<file path="src/rtl/spi_pkg.sv">
// spi_pkg: shared state encoding and default frame geometry for the SPI master.
package spi_pkg;
  localparam int ADDR_W_DEF = 7;
  localparam int DATA_W_DEF = 8;
  localparam int FRAME_LEN = ADDR_W_DEF + 1 + DATA_W_DEF;
  typedef enum logic [2:0] {IDLE, SETUP, LOW, HIGH, TAIL, GAP} state_t;
endpackage

</file>
<file path="src/rtl/spi_clk_div.sv">
// spi_clk_div: half-period divider, ticks on the last cycle of each CLK_DIV-cycle phase.
module spi_clk_div #(
  parameter int CLK_DIV = 4
) (
  input  logic clk,
  input  logic rst_n,
  input  logic restart,
  output logic tick
);
  localparam int CW = $clog2(CLK_DIV);
  logic [CW-1:0] cnt;
  assign tick = cnt == CW'(CLK_DIV - 1);
  always_ff @(posedge clk)
    if (!rst_n || restart || tick) cnt <= '0;
    else cnt <= cnt + 1'b1;
endmodule

</file>
<file path="src/rtl/spi_master_ctrl.sv">
// spi_master_ctrl: single-frame SPI master sending addr, rw, data MSB first (mode 0).
module spi_master_ctrl
  import spi_pkg::*;
#(
  parameter int CLK_DIV = 4,
  parameter int ADDR_W  = ADDR_W_DEF,
  parameter int DATA_W  = DATA_W_DEF
) (
  input  logic              clk,
  input  logic              rst_n,
  input  logic              req_valid,
  output logic              req_ready,
  input  logic              req_rw,
  input  logic [ADDR_W-1:0] req_addr,
  input  logic [DATA_W-1:0] req_wdata,
  output logic              rsp_valid,
  output logic [DATA_W-1:0] rsp_rdata,
  output logic              busy,
  output logic              sclk_pin,
  output logic              cs_pin,
  output logic              mosi_pin,
  input  logic              miso_pin
);
  localparam int FL = ADDR_W + 1 + DATA_W;
  localparam int BW = $clog2(FL);
  state_t            state;
  logic              tick;
  logic              rw;
  logic [FL-1:0]     tx;
  logic [DATA_W-1:0] rx;
  logic [BW-1:0]     bit_cnt;
  logic              last_bit;
  assign req_ready = state == IDLE;
  assign busy      = !req_ready;
  assign last_bit  = bit_cnt == BW'(FL - 1);
  // Divider held at zero while idle so every frame starts phase-aligned.
  spi_clk_div #(.CLK_DIV(CLK_DIV)) u_div (
    .clk     (clk),
    .rst_n   (rst_n),
    .restart (req_ready),
    .tick    (tick)
  );
  always_ff @(posedge clk) begin
    if (!rst_n) begin
      state     <= IDLE;
      cs_pin    <= 1'b1;
      sclk_pin  <= 1'b0;
      mosi_pin  <= 1'b0;
      rsp_valid <= 1'b0;
      rsp_rdata <= '0;
      rw        <= 1'b0;
      tx        <= '0;
      rx        <= '0;
      bit_cnt   <= '0;
    end else begin
      rsp_valid <= 1'b0;
      case (state)
        IDLE: if (req_valid) begin
          state   <= SETUP;
          cs_pin  <= 1'b0;
          rw      <= req_rw;
          tx      <= {req_addr, req_rw, req_rw ? {DATA_W{1'b0}} : req_wdata};
          bit_cnt <= '0;
        end
        SETUP: if (tick) begin
          state    <= LOW;
          mosi_pin <= tx[FL-1];
        end
        LOW: if (tick) begin
          state    <= HIGH;
          sclk_pin <= 1'b1;
        end
        HIGH: if (tick) begin
          sclk_pin <= 1'b0;
          if (rw && bit_cnt >= BW'(ADDR_W + 1)) rx <= {rx[DATA_W-2:0], miso_pin};
          if (last_bit) state <= TAIL;
          else begin
            state    <= LOW;
            bit_cnt  <= bit_cnt + 1'b1;
            tx       <= tx << 1;
            mosi_pin <= tx[FL-2];
          end
        end
        TAIL: if (tick) begin
          state     <= GAP;
          cs_pin    <= 1'b1;
          rsp_valid <= 1'b1;
          if (rw) rsp_rdata <= rx;
        end
        GAP: if (tick) state <= IDLE;
        default: state <= IDLE;
      endcase
    end
  end
endmodule

</file>
<file path="config.mk">
export PLATFORM = sky130hd
export DESIGN_NAME = spi_master_ctrl
export DESIGN_NICKNAME = d
export VERILOG_FILES = /design/src/rtl/spi_pkg.sv /design/src/rtl/spi_clk_div.sv /design/src/rtl/spi_master_ctrl.sv
export SDC_FILE = /design/constraint.sdc
export NUM_CORES = 1
export LEC_CHECK = 0
export ABC_AREA = 1
export ABC_CLOCK_PERIOD_IN_PS = 3950
export CORE_ASPECT_RATIO = 1.75
export CORE_MARGIN = 2
export CORE_UTILIZATION = 55
export DETAILED_ROUTE_END_ITERATION = 6
export MAX_ROUTING_LAYER = met4
export PLACE_DENSITY_LB_ADDON = 0.05
export SYNTH_ARGS = -nofsm -noshare
export SYNTH_HDL_FRONTEND = slang
export SYNTH_HIERARCHICAL = 1
export SYNTH_SLANG_ARGS = --single-unit
</file>
<file path="constraint.sdc">
create_clock -name clk -period 3.95 [get_ports clk]
set_input_delay 0.79 -clock clk [delete_from_list [all_inputs] [get_ports clk]]
set_output_delay 0.79 -clock clk [all_outputs]
set_load 0.01 [all_outputs]
</file>
---- After elaboration in Yosys (flattened, before gate mapping) ----
Cells that the tools add are included.
storage, ports and cells
  register bits after elaboration ......... 46
  latch bits .............................. 0
  RAM bits ................................ 0
  ROM bits ................................ 0
  bits of input ports ..................... 20
  output and inout bits ................... 14
  logic and storage cells ................. 74
  memories kept ........................... 0
operators by class
  add/sub/neg operators ................... 2
  $mul .................................... 0
  divide/modulo/power cells ............... 0
  order comparisons ....................... 1
  equal/unequal tests ..................... 14
  shift-type cells ........................ 0
  muxes and demuxes ....................... 27
  bitwise operators ....................... 0
  reductions and logical operators ........ 19
operators with widths
  operator             number
  $mux 16              3
  $pmux 16 s2          1
  $mux 3               7
  $pmux 3 s6           1
  $mux 4               3
  $reduce_and 3->1     4
  $ne 2x1->1 const B   5
  $mux 8               1
  $pmux 4 s2           1
  $reduce_and 4->1     2
  $reduce_bool 2->1    4
  $mux 1               7
  $eq 3x2->1 const B   2
  $eq 3x3->1 const B   2
  $pmux 1 s2           3
  $reduce_and 6->1     1
  $add 4x1->4 const B  1
  $eq 4x4->1 const B   1
  $ge 4x4->1 const B   1
  $ne 2x2->1 const B   2
  $reduce_and 2->1     2
  $eq 3x1->1 const B   1
  $logic_not 3->1      1
  $add 2x1->2 const B  1
  4 further kinds      6

---- Depth between registers and ports, before layout ----
  word-level depth ........................ 4
  depth in mapped cells ................... 11

---- Cells and area by module ----
The synthesis kept the hierarchy.
by module, submodules not included
  module           instances  cells an instance  area an instance (um^2)  sequential area each (um^2)
  spi_master_ctrl  1          306                2,143.3                  880.8
  spi_clk_div      1          9                  81.3                     40.0

---- Worst setup path before layout ----
Ideal clock, no wire load.
  kind .................................... register -> output
  start point ............................. reg state[1]
  end point ............................... out req_ready
  arrival time ............................ 856 ps
  slack ................................... 2,304 ps
  cell stages (with the launch flop) ...... 5
  path buffers ............................ 1
  path through ............................ dfxtp_1 -> buf_6 -> nor2_2 -> nand2_1 -> inv_1
between the ends
  cells in the longest elaborated chain, start to end .. 1
ends and longest elaborated chain
  element                 RTL line               source
  from (decl)             spi_master_ctrl.sv:26  state_t state;
  from (signal assigned)  spi_master_ctrl.sv:45  state <= IDLE;
  from (signal assigned)  spi_master_ctrl.sv:59  state <= SETUP;
  from (signal assigned)  spi_master_ctrl.sv:66  state <= LOW;
  $logic_not 3->1         spi_master_ctrl.sv:33  assign req_ready = state == IDLE;
  to (decl)               spi_master_ctrl.sv:12  output logic req_ready,
Every way passes these cells.

---- Final worst setup path ----
Same ends and word-level chain as after synthesis.

==> flow_summary.json <==
{
  "postCtsHoldBufs": 0,
  "rrSetupSlack_ns": 2.08,
  "cts_made_buffers": 5,
  "diodes": 0,
  "synth_top_cells_by_count": "nand2_1 (83), nor2_1 (56), dfxtp_1 (46), nand3_1 (33), inv_1 (16)",
  "grt_pass1_wl_um": 7962,
  "final.setup.tns_ns": 0,
  "grt_max_degree": 30,
  "hp-class": "reg -> reg",
  "netlist_area_um2": 2225,
  "r2r-start": "state[1]$_SDFFE_PN0P_",
  "ys_types": 29,
  "gr-usage-all-layers_pct": 23.85,
  "synth_area_leaders": "dfxtp_1 (41%), nand2_1 (14%), nor2_1 (9.4%)",
  "cts_sinks": 46,
  "nNetsFinal": 364,
  "synth_area_per_cell_um2": 7.062,
  "muxShareOfSynthArea_pct": 0,
  "synth_edf_count": 0,
  "design.core.area_um2": 3866,
  "io_pins": 34,
  "cts_root_buf": "clkbuf_8",
  "hp-start": "u_div/cnt[0]$_SDFF_PP0_",
  "ys_ff_latch": 46,
  "synth_top_family_by_area": "simple AND/OR/NAND/NOR gates",
  "clockBufferDepth": 2,
  "whs_endpoint": "u_div/cnt[0]$_SDFF_PP0_",
  "synth-compound-area-share_pct": 8.099,
  "max_freq_mhz": 398.2,
  "async_flop_share_pct": 0,
  "whs_ns": 0.4211,
  "p_leak_nw": 1.130,
  "cp_max_fo": 8,
  "dp_slack_ns": 1.512,
  "synthCells": 315,
  "cts_resized": 0,
  "drt_iter0_markers": 41,
  "syn_to_final_growth_pct": 16.14,
  "ys_warn_count": 6,
  "rows": 30,
  "initial_utilization_pct": 57.54,
  "synth-xor-area-share_pct": 0,
  "maxSlewHeadroom_pct": 54.48,
  "drt_first_pass_iters": 5,
  "clkTransAtPathRegs_ns": 0.08,
  "yosysSeqAreaShare_pct": 41.39,
  "vias": 1965,
  "htree_levels": 2,
  "skew_ns": 0.008063,
  "setup_violations": 0,
  "dp_hpwl_um": 3401,
  "irDropWorstVdd_uv": 293.9,
  "yosys.cell_count.top_type": "nand2_1",
  "yosys.area_share.adder_pct": 1.687,
  "fin_ws_ns": 1.439,
  "maxSlewViolCount": 0,
  "port_buffers": 33,
  "cp.arrival_ns": 1.72,
  "die_h_um": 88.14,
  "yosysTopAreaCell": "dfxtp_1",
  "cp-end-kind": "output pin",
  "synth_simple_gate_area_share_pct": 39.20,
  "start_kind": "register",
  "path_class": "reg -> out",
  "p_total_uw": 955.7,
  "multi_input_area_um2": 1090,
  "r2r-end": "rx[7]$_SDFFE_PN0P_",
  "utilization_pct": 66.83,
  "rsz0062_at_grt": "no",
  "period_minus_slack_ns": 2.511,
  "wl_per_cell_um": 12.08,
  "worst_pin_slew_ns": 0.6806,
  "antenna_found_initial": 0,
  "netlist.area_leader.share_pct": 41.39,
  "viasPerCell": 5.038,
  "postCtsSetupRepairBufs": 0,
  "nFillCells": 376,
  "drc": 0,
  "fp.dieW_um": 52.08,
  "rr_worst_depth": 5,
  "grt-ovfl-total": 0,
  "ys.flop_type": "dfxtp_1",
  "ant_nets": 0,
  "hold_violations": 0,
  "cp.required_ns": 3.16,
  "fin_crit_sh_pct": 63.57,
  "drive_gt1_share_pct": 7.602,
  "gp_congestion": 0.7732,
  "clk_latency_ns": 0.30,
  "power_density_nw_per_um2": 369.9,
  "design.die.area_um2": 4590,
  "layout.area.seq_um2": 920.9,
  "synth_fp_nets": 338,
  "max_cap_violations": 0,
  "grt_pass1_vias": 1858,
  "tritoncts": "yes",
  "status": "complete, no violations",
  "wirelength_um": 4710,
  "hold_path_depth": 1
}
## through the flow
| stage | cell area, um2 | cells |
|---|---|---|
| global placement | 2489 | 382 |
| global route | 2584 | 390 |
| detailed placement | 2489 | 382 |
| finish | 2584 | 390 |
| floorplan | 2225 | 315 |
| CTS | 2584 | 390 |
## area by class of cell
cell class | instances | area share (%)
clock buffer | 6 | 3.196
sequential | 46 | 35.64
multi-input combinational | 234 | 42.18
clock inverter | 2 | 0.4843
timing repair buffer | 34 | 13.08
inverter | 20 | 3.099
tap | 48 | 2.324
## sequential cells by signal (all words and copies together) (netlist names)
name       flops
rsp_valid      1
rsp_rdata      8
sclk_pin       1
tx            16
u_div/cnt      2
rx             8
rw             1
state          3
bit_cnt        4
mosi_pin       1
cs_pin         1
## placed cells by master (no fill, tap or decap), types with 2 or more instances in the layout
| cell | instances |
|---|---|
| nand3_2 | 2 |
| o21ai_1 | 7 |
| nor2_4 | 2 |
| inv_2 | 2 |
| nand2_4 | 2 |
| nand3b_1 | 7 |
| nand2_1 | 83 |
| nand3_1 | 33 |
| nand2_2 | 2 |
| nor2_2 | 6 |
| nor2_1 | 56 |
| inv_1 | 16 |
| ha_1 | 3 |
| clkdlybuf4s50_1 | 33 |
| o21ai_0 | 12 |
| dfxtp_1 | 46 |
| clkbuf_8 | 6 |
| nand4_1 | 2 |
| a21oi_1 | 14 |
## per-layer routing
layer	part of all wire, %	up-vias	wire length, um	GRT usage, %
li1	-	1055	-	-
met1	41	876	1937	24.14
met2	54	28	2544	43.61
met3	3.4	6	160	5.461
met4	1.4	0	68	7.895
met5	0	-	0	-
## report_power, final
part           leakage (nW)  switching (mW)  internal (mW)  total (mW)
logic                 0.707          0.0832         0.0626       0.146
registers             0.376          0.0214          0.491       0.513
clock network        0.0472           0.156          0.141       0.297
total                  1.13           0.261          0.695       0.956
## worst max path at each step
stage               slack, ns                   endpoint                   from
finish                   1.44                  req_ready  state[1]$_SDFFE_PN0P_
global route             1.33                  req_ready  state[1]$_SDFFE_PN0P_
CTS                      1.45                  req_ready  state[0]$_SDFFE_PN0P_
detailed placement       1.51      state[2]$_SDFFE_PN0P_                  rst_n
global placement         1.58  rsp_rdata[0]$_SDFFE_PN0P_                  rst_n
floorplan                2.30                  req_ready  state[1]$_SDFFE_PN0P_
## worst max-delay path, cell delays in order, from the launching register on
cell	delay [ns]
dfxtp_1	0.41
nor2_2	0.15
nand2_1	0.16
inv_1	0.15
clkdlybuf4s50_1	0.55
## logic make-up after synthesis
family	Yosys count
AND/OR/NAND/NOR	196
AO/OA/AOI/OAI	35
buffers and inverters	35
flip-flops	46
adder cells (fa/ha/maj)	3
No activity file was read; power rests on OpenSTA's default activity.
